==> src/rtl/rv_pkg.sv <==
`default_nettype none
// ============================================================================
//  Module  : rv_pkg
//  Brief   : Shared types for the ready/valid register-interface initiator.
//  Revision: 1.0
// ============================================================================
package rv_pkg;

  typedef enum logic [1:0] {
    WACK  = 2'd0,
    RDATA = 2'd1,
    EVENT = 2'd2
  } rsp_kind_e;

  typedef enum logic [1:0] {
    IDLE  = 2'd0,
    WRITE = 2'd1,
    READ  = 2'd2
  } init_state_e;

  // Counter width able to hold 0..cycles; never narrower than one bit.
  function automatic int unsigned cnt_width(input int unsigned cycles);
    return (cycles > 0) ? $clog2(cycles + 1) : 1;
  endfunction

endpackage
`default_nettype wire

==> src/rtl/rv_timeout_counter.sv <==
`default_nettype none
// ============================================================================
//  Module  : rv_timeout_counter
//  Brief   : Saturating per-transaction cycle counter with expiry flag.
//  Revision: 1.0
// ============================================================================
module rv_timeout_counter
  import rv_pkg::*;
#(
  parameter int unsigned TIMEOUT_CYCLES = 16
) (
  input  logic clk_i,
  input  logic rst_ni,
  input  logic clear_i,
  input  logic enable_i,
  output logic expired_o
);

  generate
    if (TIMEOUT_CYCLES > 0) begin : g_count
      localparam int unsigned CW = cnt_width(TIMEOUT_CYCLES);
      localparam logic [CW-1:0] C_LAST = CW'(TIMEOUT_CYCLES - 1);

      logic [CW-1:0] count_q;
      logic [CW-1:0] count_d;

      always_comb begin
        count_d = count_q;
        if (clear_i) begin
          count_d = '0;
        end else if (enable_i && (count_q != {CW{1'b1}})) begin
          count_d = count_q + 1'b1;
        end
      end

      always_ff @(posedge clk_i or negedge rst_ni) begin
        if (!rst_ni) begin
          count_q <= '0;
        end else begin
          count_q <= count_d;
        end
      end

      // Expiry is only meaningful in a cycle that is itself counting.
      assign expired_o = enable_i && (count_q == C_LAST);
    end else begin : g_never
      assign expired_o = 1'b0;
    end
  endgenerate

endmodule
`default_nettype wire

==> src/rtl/rv_initiator.sv <==
`default_nettype none
// ============================================================================
//  Module  : rv_initiator
//  Brief   : Command-to-register-port initiator with one response per command,
//            per-transaction timeout and forwarding of unsolicited read data.
//  Revision: 1.0
// ============================================================================
module rv_initiator
  import rv_pkg::*;
#(
  parameter int unsigned DATA_WIDTH     = 8,
  parameter int unsigned TIMEOUT_CYCLES = 16
) (
  input  logic                  clk_i,
  input  logic                  rst_ni,
  input  logic                  cmd_valid_i,
  output logic                  cmd_ready_o,
  input  logic                  cmd_write_i,
  input  logic [DATA_WIDTH-1:0] cmd_data_i,
  output logic                  rsp_valid_o,
  input  logic                  rsp_ready_i,
  output logic [1:0]            rsp_kind_o,
  output logic                  rsp_err_o,
  output logic [DATA_WIDTH-1:0] rsp_data_o,
  output logic                  write_enable_o,
  output logic                  write_valid_o,
  input  logic                  write_ready_i,
  output logic [DATA_WIDTH-1:0] write_data_o,
  output logic                  read_enable_o,
  output logic                  read_ready_o,
  input  logic                  read_valid_i,
  input  logic [DATA_WIDTH-1:0] read_data_i
);

  init_state_e           state_q, state_d;
  logic [DATA_WIDTH-1:0] data_q, data_d;
  logic                  active_q, active_d;
  logic                  rsp_valid_q, rsp_valid_d;
  rsp_kind_e             rsp_kind_q, rsp_kind_d;
  logic                  rsp_err_q, rsp_err_d;
  logic [DATA_WIDTH-1:0] rsp_data_q, rsp_data_d;

  logic rsp_full;
  logic cmd_hs;
  logic wr_hs;
  logic rd_hs;
  logic cnt_clear;
  logic cnt_enable;
  logic cnt_expired;

  assign rsp_full = rsp_valid_q;

  // active_q keeps the ready/enable outputs low while reset is applied.
  assign cmd_ready_o    = active_q && (state_q == IDLE) && !rsp_full && !read_valid_i;
  assign read_ready_o   = active_q && (((state_q == IDLE) && !rsp_full) || (state_q == READ));
  assign read_enable_o  = active_q && (!rsp_full || (state_q == READ));
  assign write_valid_o  = (state_q == WRITE);
  assign write_enable_o = (state_q == WRITE);
  assign write_data_o   = (state_q == WRITE) ? data_q : '0;

  assign rsp_valid_o = rsp_valid_q;
  assign rsp_kind_o  = rsp_kind_q;
  assign rsp_err_o   = rsp_err_q;
  assign rsp_data_o  = rsp_data_q;

  assign cmd_hs = cmd_valid_i && cmd_ready_o;
  assign wr_hs  = write_valid_o && write_ready_i;
  assign rd_hs  = read_valid_i && read_ready_o;

  assign cnt_enable = ((state_q == WRITE) && !write_ready_i) ||
                      ((state_q == READ) && !read_valid_i);

  rv_timeout_counter #(
    .TIMEOUT_CYCLES(TIMEOUT_CYCLES)
  ) u_timeout (
    .clk_i    (clk_i),
    .rst_ni   (rst_ni),
    .clear_i  (cnt_clear),
    .enable_i (cnt_enable),
    .expired_o(cnt_expired)
  );

  always_comb begin
    state_d     = state_q;
    data_d      = data_q;
    active_d    = 1'b1;
    rsp_valid_d = rsp_valid_q;
    rsp_kind_d  = rsp_kind_q;
    rsp_err_d   = rsp_err_q;
    rsp_data_d  = rsp_data_q;
    cnt_clear   = 1'b0;

    if (rsp_valid_q && rsp_ready_i) begin
      rsp_valid_d = 1'b0;
    end

    case (state_q)
      IDLE: begin
        // Unsolicited data takes the buffer; a simultaneous command waits.
        if (rd_hs) begin
          rsp_valid_d = 1'b1;
          rsp_kind_d  = EVENT;
          rsp_err_d   = 1'b0;
          rsp_data_d  = read_data_i;
        end else if (cmd_hs) begin
          data_d    = cmd_data_i;
          cnt_clear = 1'b1;
          state_d   = cmd_write_i ? WRITE : READ;
        end
      end
      WRITE: begin
        if (wr_hs) begin
          rsp_valid_d = 1'b1;
          rsp_kind_d  = WACK;
          rsp_err_d   = 1'b0;
          rsp_data_d  = data_q;
          state_d     = IDLE;
        end else if (cnt_expired) begin
          rsp_valid_d = 1'b1;
          rsp_kind_d  = WACK;
          rsp_err_d   = 1'b1;
          rsp_data_d  = '0;
          state_d     = IDLE;
        end
      end
      READ: begin
        if (rd_hs) begin
          rsp_valid_d = 1'b1;
          rsp_kind_d  = RDATA;
          rsp_err_d   = 1'b0;
          rsp_data_d  = read_data_i;
          state_d     = IDLE;
        end else if (cnt_expired) begin
          rsp_valid_d = 1'b1;
          rsp_kind_d  = RDATA;
          rsp_err_d   = 1'b1;
          rsp_data_d  = '0;
          state_d     = IDLE;
        end
      end
      default: begin
        state_d = IDLE;
      end
    endcase
  end

  always_ff @(posedge clk_i or negedge rst_ni) begin
    if (!rst_ni) begin
      state_q     <= IDLE;
      data_q      <= '0;
      active_q    <= 1'b0;
      rsp_valid_q <= 1'b0;
      rsp_kind_q  <= WACK;
      rsp_err_q   <= 1'b0;
      rsp_data_q  <= '0;
    end else begin
      state_q     <= state_d;
      data_q      <= data_d;
      active_q    <= active_d;
      rsp_valid_q <= rsp_valid_d;
      rsp_kind_q  <= rsp_kind_d;
      rsp_err_q   <= rsp_err_d;
      rsp_data_q  <= rsp_data_d;
    end
  end

endmodule
`default_nettype wire
==> config.mk <==
export PLATFORM = sky130hd
export DESIGN_NAME = rv_initiator
export DESIGN_NICKNAME = d
export VERILOG_FILES = /design/src/rtl/rv_pkg.sv /design/src/rtl/rv_timeout_counter.sv /design/src/rtl/rv_initiator.sv
export SDC_FILE = /design/constraint.sdc
export NUM_CORES = 1
export LEC_CHECK = 0
export ABC_AREA = 1
export BUFFER_PORTS_ARGS = -buffer_cell sky130_fd_sc_hd__buf_2
export CAP_MARGIN = 5
export CELL_PAD_IN_SITES_DETAIL_PLACEMENT = 1
export CELL_PAD_IN_SITES_GLOBAL_PLACEMENT = 2
export CORE_MARGIN = 4
export CORE_UTILIZATION = 31
export CTS_BUF_LIST = sky130_fd_sc_hd__clkbuf_2
export DETAILED_ROUTE_END_ITERATION = 8
export GPL_TIMING_DRIVEN = 1
export PLACE_DENSITY = 0.95
export SYNTH_ARGS = -nofsm -noshare
export SYNTH_HDL_FRONTEND = slang
export SYNTH_SLANG_ARGS = --single-unit
==> constraint.sdc <==
create_clock -name clk_i -period 4.45 [get_ports clk_i]
set_input_delay 0.2225 -clock clk_i [delete_from_list [all_inputs] [get_ports clk_i]]
set_output_delay 0.2225 -clock clk_i [all_outputs]
set_load 0.1 [all_outputs]
# After elaboration in Yosys (flattened, before gate mapping)

Index checks and enable logic that the tools add are counted.

Memories kept: 0
Output and inout bits: 25
Bits in registers: 28
Word-level logic and storage cells: 81
ROM bits: 0
Input port bits: 23
Memory bits (writable): 0
Latch bits: 0

Div/mod/pow operators: 0
Add/subtract/negate cells: 1
Reduce and logical (&&, ||, !) cells: 27
Bitwise gates (word level): 1
Multiplexer cells: 35
Shift-type cells: 0
Multipliers: 0
Equal/unequal tests: 9
$lt $le $gt $ge: 0

Operators by type and width:

| kind                  | number |
|---|---|
| $mux W8               | 5 |
| $pmux W8 S3           | 1 |
| $mux W2               | 11 |
| $logic_and A1 B1 Y1   | 14 |
| $mux W1               | 12 |
| $pmux W2 S3           | 2 |
| $mux W5               | 2 |
| $ne A2 B2 Y1 const B  | 3 |
| $pmux W1 S3           | 2 |
| $add A5 B1 Y5 const B | 1 |
| $eq A5 B4 Y1 const B  | 1 |
| $ne A5 B5 Y1 const B  | 1 |
| $reduce_and A2 Y1     | 2 |
| $reduce_and A4 Y1     | 1 |
| $logic_not A1 Y1      | 3 |
| $logic_or A1 B1 Y1    | 3 |
| $ne A3 B1 Y1 const B  | 1 |
| $ne A3 B3 Y1 const B  | 1 |
| $reduce_and A3 Y1     | 1 |
| $reduce_bool A3 Y1    | 1 |
| $eq A2 B1 Y1 const B  | 1 |
| $eq A2 B2 Y1 const B  | 1 |
| $logic_not A2 Y1      | 1 |
| $reduce_bool A2 Y1    | 1 |
| $not A1 Y1            | 1 |

# Longest topological paths before layout

Depth after elaboration: 9
Gate-level depth with buffers: 12
Depth with buffers taken out: 11

# Hierarchy

Synthesis repeated with hierarchy kept, for this count alone.

Cells, all modules: 273
Area, all modules: 1823.0 um2

Modules (own cells, without submodules):

| module             | cells each | area an instance (um2) | seq. area each (um2) | instances |
|---|---|---|---|---|
| rv_initiator       | 234        | 1535.2                 | 575.6                | 1 |
| rv_timeout_counter | 39         | 287.8                  | 125.1                | 1 |

# Worst setup path before layout

OpenSTA, ideal clock, no wires.

Path kind: register to register
Start point: register rsp_valid_q (netlist: rsp_valid_o)
End point: register u_timeout.g_count.count_q[2]
Required time: 4.323 ns
Arrival: 2.995 ns
Buffers on the path: 1
Cell stages (with the launch flop): 8
Setup time: 0.127 ns
Setup slack: 1.328 ns
Period minus slack after synthesis: 3.122 ns
Cell sequence: dfrtp_1 -> inv_1 -> nand3_2 -> nor2_1 -> nand2_1 -> buf_2 -> nand2_1 -> a31oi_1

Word-level cells in the longest chain between the ends: 8
Elaborated cells between the ends (all ways): 13
Classes of those cells: mux (4); reduce/logical (9)

RTL lines:

| element                                       | RTL line                 | RTL |
|---|---|---|
| start: declaration                            | rv_initiator.sv:38       | `logic rsp_valid_q, rsp_valid_d;` |
| start signal: assignment                      | rv_initiator.sv:160      | `rsp_valid_q <= rsp_valid_d;` |
| $logic_not A1 Y1 *                            | rv_initiator.sv:54       | `assign cmd_ready_o = active_q && (state_q == IDLE) && !rsp_full && !read_valid_i;` |
| $logic_and A1 B1 Y1 * (2 in series)           | rv_initiator.sv:54       |  |
| net cmd_ready_o                               | rv_initiator.sv:17       | `output logic cmd_ready_o,` |
| $logic_and A1 B1 Y1 *                         | rv_initiator.sv:66       | `assign cmd_hs = cmd_valid_i && cmd_ready_o;` |
| $mux W1 *                                     | rv_initiator.sv:105      | `end else if (cmd_hs) begin` |
| $mux W1 *                                     | rv_initiator.sv:100      | `if (rd_hs) begin` |
| $mux W1 *                                     | rv_initiator.sv:97       | `case (state_q)` |
| $mux W5 or $reduce_bool A2 Y1 (tied branches) | n/a                      |  |
| end signal: assignment                        | rv_timeout_counter.sv:40 | `count_q <= count_d;` |
| end: declaration                              | rv_timeout_counter.sv:24 | `logic [CW-1:0] count_q;` |

Mark *: on every way through the listed nets, which the timed path passes. The rest lies on a longest branch.
A chain may end at the register's enable or synchronous reset.

# Final worst setup path

Start point: register state_q[0]
End point: output port cmd_ready_o

Word-level cells in the longest chain between the ends: 4

RTL lines:

| element                           | RTL line            | RTL |
|---|---|---|
| start: declaration                | rv_initiator.sv:35  | `init_state_e state_q, state_d;` |
| start signal: assignment          | rv_initiator.sv:157 | `state_q <= state_d;` |
| $logic_not A2 Y1                  | rv_initiator.sv:54  |  |
| $logic_and A1 B1 Y1 (3 in series) | rv_initiator.sv:54  |  |
| end: declaration                  | rv_initiator.sv:17  |  |

Every way passes these cells.

==> flow_metrics.env <==
export IMPL_grt_ovfl_total=0
export IMPL_pin_count=48
export IMPL_min_path_type="in2reg"
export IMPL_start_kind="register"
export IMPL_synth_compound_area_share_pct=11.0
export IMPL_max_slew_worst_pin_slew_ns=0.666
export IMPL_skew_ns=0.00196
export IMPL_final_common_cell="nand2_1"
export IMPL_root_buffer="clkbuf_2"
export IMPL_numCtsBuffers=3
export IMPL_clk_latency_ns=0.38
export IMPL_cts_buffer_depth=2
export IMPL_avgSynthCellArea_um2=7.25
export IMPL_fin_ws_ns=2.19
export IMPL_use_met2_pct=28.5
export IMPL_seqCellArea_um2=701
export IMPL_core_area_um2=5140
export IMPL_clkTransAtPathRegs_ns=0.28
export IMPL_die_height_um=81.0
export IMPL_synth_fa_ha_area_share_pct=5.30
export IMPL_critical_path_buf_inv_count=2
export IMPL_dieArea_um2=6570
export IMPL_grt_use_met1_pct=19.4
export IMPL_rrSetupSlack_ns=2.23
export IMPL_grt_pass1_vias=1705
export IMPL_maxSlewHeadroom_pct=55.6
export IMPL_ant_nets=0
export IMPL_drt_first_iter_violations=79
export IMPL_synth_seq_cells=28
export IMPL_status="complete, no violations"
export IMPL_die_w_um=81.0
export IMPL_required_ns=4.23
export IMPL_synth_largest_area_cell="dfrtp_1"
export IMPL_period_share_pct=50.8
export IMPL_drc_errors=0
export IMPL_place_hpwl_mm=3.50
export IMPL_portBuffers=47
export IMPL_ctsHoldBuffers=8
export IMPL_cp_max_fo=6
export IMPL_cpLargestDelayFamily="buffers and inverters"
export IMPL_grt_max_degree=29
export IMPL_vias_per_cell=4.65
export IMPL_vias=1638
export IMPL_synth_net_count=258
export IMPL_setup_tns_ns=0
export IMPL_postLayoutCellArea_um2=2070
export IMPL_antennaDiodeCount=0
export IMPL_globalRouteTotalUtil_pct=15.7
export IMPL_yosys_warnings=0
export IMPL_synth_cells=228
export IMPL_htree_levels=1
export IMPL_slowest_stage="dfrtp_1"
export IMPL_totalWireLength_mm=4.69
export IMPL_post_cts_buffers=0
export IMPL_nFillCells=690
export IMPL_syn_area_um2=1650
export IMPL_max_freq_ghz=0.442
export IMPL_avgRoutedWirePerCell_um=13.3
export IMPL_place_ws_ns=2.27
export IMPL_netlist_area_leader_share_pct=42.4
export IMPL_postCtsResizedCells=0
export IMPL_whs_ns=0.0701
export IMPL_area_growth_pct=25.0
export IMPL_firstDrtPassIters=4
export IMPL_synth_area_top_cells="dfrtp_1 (42%), nand2_1 (21%), inv_1 (6.4%)"
export IMPL_hold_violations=0
export IMPL_synth_mux_area_share_pct=0
export IMPL_grt_setup_unrepaired="no"
export IMPL_grt_use_met3_pct=2.11
export IMPL_layout_drive_gt1_share_pct=21.3
export IMPL_antenna_found_initial=0
export IMPL_crit_chain="inv_1 -> ha_1 -> nand3_2 -> nor2_1 -> buf_2"
export IMPL_drv_slew=0
export IMPL_synth_top_family_by_area="simple AND/OR/NAND/NOR gates"
export IMPL_layout_common_cells="nand2_1 (91), buf_2 (47), inv_1 (28), dfrtp_1 (28), nor2_1 (17)"
export IMPL_start_util_pct=32.2
export IMPL_cpPeakStageDelay_ns=0.48
export IMPL_setup_viol=0
export IMPL_synth_simple_area_share_pct=31.3
export IMPL_gp_congestion=0.774
export IMPL_yosys_area_share_xor_xnor_pct=0.530
export IMPL_max_cap_violations=0
export IMPL_dpl_cell_area_um2=1930
export IMPL_seq_area_frac_synth_pct=42.4
export IMPL_grt_busiest_layer="met2"
export IMPL_synth_cell_types=26
export IMPL_min_period_ns=2.26
export IMPL_multiInputGateArea_um2=801
export IMPL_arrival_ns=2.04
export IMPL_grt_pass1_wl_mm=8.02
export IMPL_tritoncts="built"
export IMPL_end_kind="output port"
export IMPL_clock_sinks=28
export IMPL_placementRows=26
export IMPL_crit_type="reg2out"
export IMPL_final_nets=313
## flip-flops by register name, indices dropped and copies added (netlist names)
signal	count
rsp_data_o	8
state_q	2
rsp_kind_o	2
rsp_valid_o	1
data_q	8
u_timeout.g_count.count_q	5
active_q	1
rsp_err_o	1
## logic make-up after synthesis
logic type                 Yosys count
and+or+nand+nor                    126
buffers and inverters               35
AOI/OAI and AO/OA                   30
DFF                                 28
adders and majority gates            7
xor gates and xnor gates             1
other                                1
## synth_stat cells
cell type  count
buf_2          2
o21ai_0       12
a211oi_1       1
dfrtp_1       28
conb_1         1
xor2_1         1
nand2_2        4
nor2_1        17
a22oi_1        8
buf_4          3
nor3_1         2
a21boi_1       1
nand2_4        1
ha_1           7
o21ai_2        1
inv_1         28
nand3_2        2
a21oi_1        4
clkinv_1       1
nand2_1       91
a21o_1         1
o21ai_1        1
a31oi_1        1
nand3_1        8
nor2_2         1
buf_6          1
## worst reg2reg max path: stages (launching register included)
cell and delay [ns]:
dfrtp_1 0.48, inv_1 0.12, ha_1 0.32, nand3_2 0.12
nor2_1 0.16, nand2_1 0.35, inv_1 0.43, nand2_1 0.12
nand2_1 0.09
## routing by layer
layer  vias up  part of all wire [%]
li1        813                     -
met1       780                    43
met2        41                    51
met3         4                   4.9
met4         0                  0.77
met5         -                     0
## layout make-up
class / instances / area share [%]
Multi-Input combinational cell: 165 / 38.7
Sequential cell: 28 / 33.9
Timing Repair Buffer: 56 / 15.7
Inverter: 29 / 5.26
Tap cell: 70 / 4.23
Clock inverter: 1 / 1.45
Clock buffer: 3 / 0.726
## per-stage QoR
stage / std cells / utilization [%]
floorplan: 228 / -
global placement: 339 / 37.6
detailed placement: 339 / 37.6
CTS: 351 / 40.0
global route: 352 / 40.2
finish: 352 / 40.2
## final timing paths
| check | from | depth (start not counted) | to |
|---|---|---|---|
| min in group asynchronous | rst_ni | 2 | active_q |
| min reg2reg | u_timeout.g_count.count_q[2] | 1 | u_timeout.g_count.count_q[2] |
| max in group asynchronous | rst_ni | 2 | rsp_data_o[1] |
| max reg2reg | state_q[0] | 8 | data_q[6] |
| min | rsp_ready_i | 4 | rsp_valid_o |
| max | state_q[0] | 5 | cmd_ready_o |
Power is left out: the tool's default activity adds up to more than one toggle a clock period on the data nets, which glitch-free logic cannot reach.
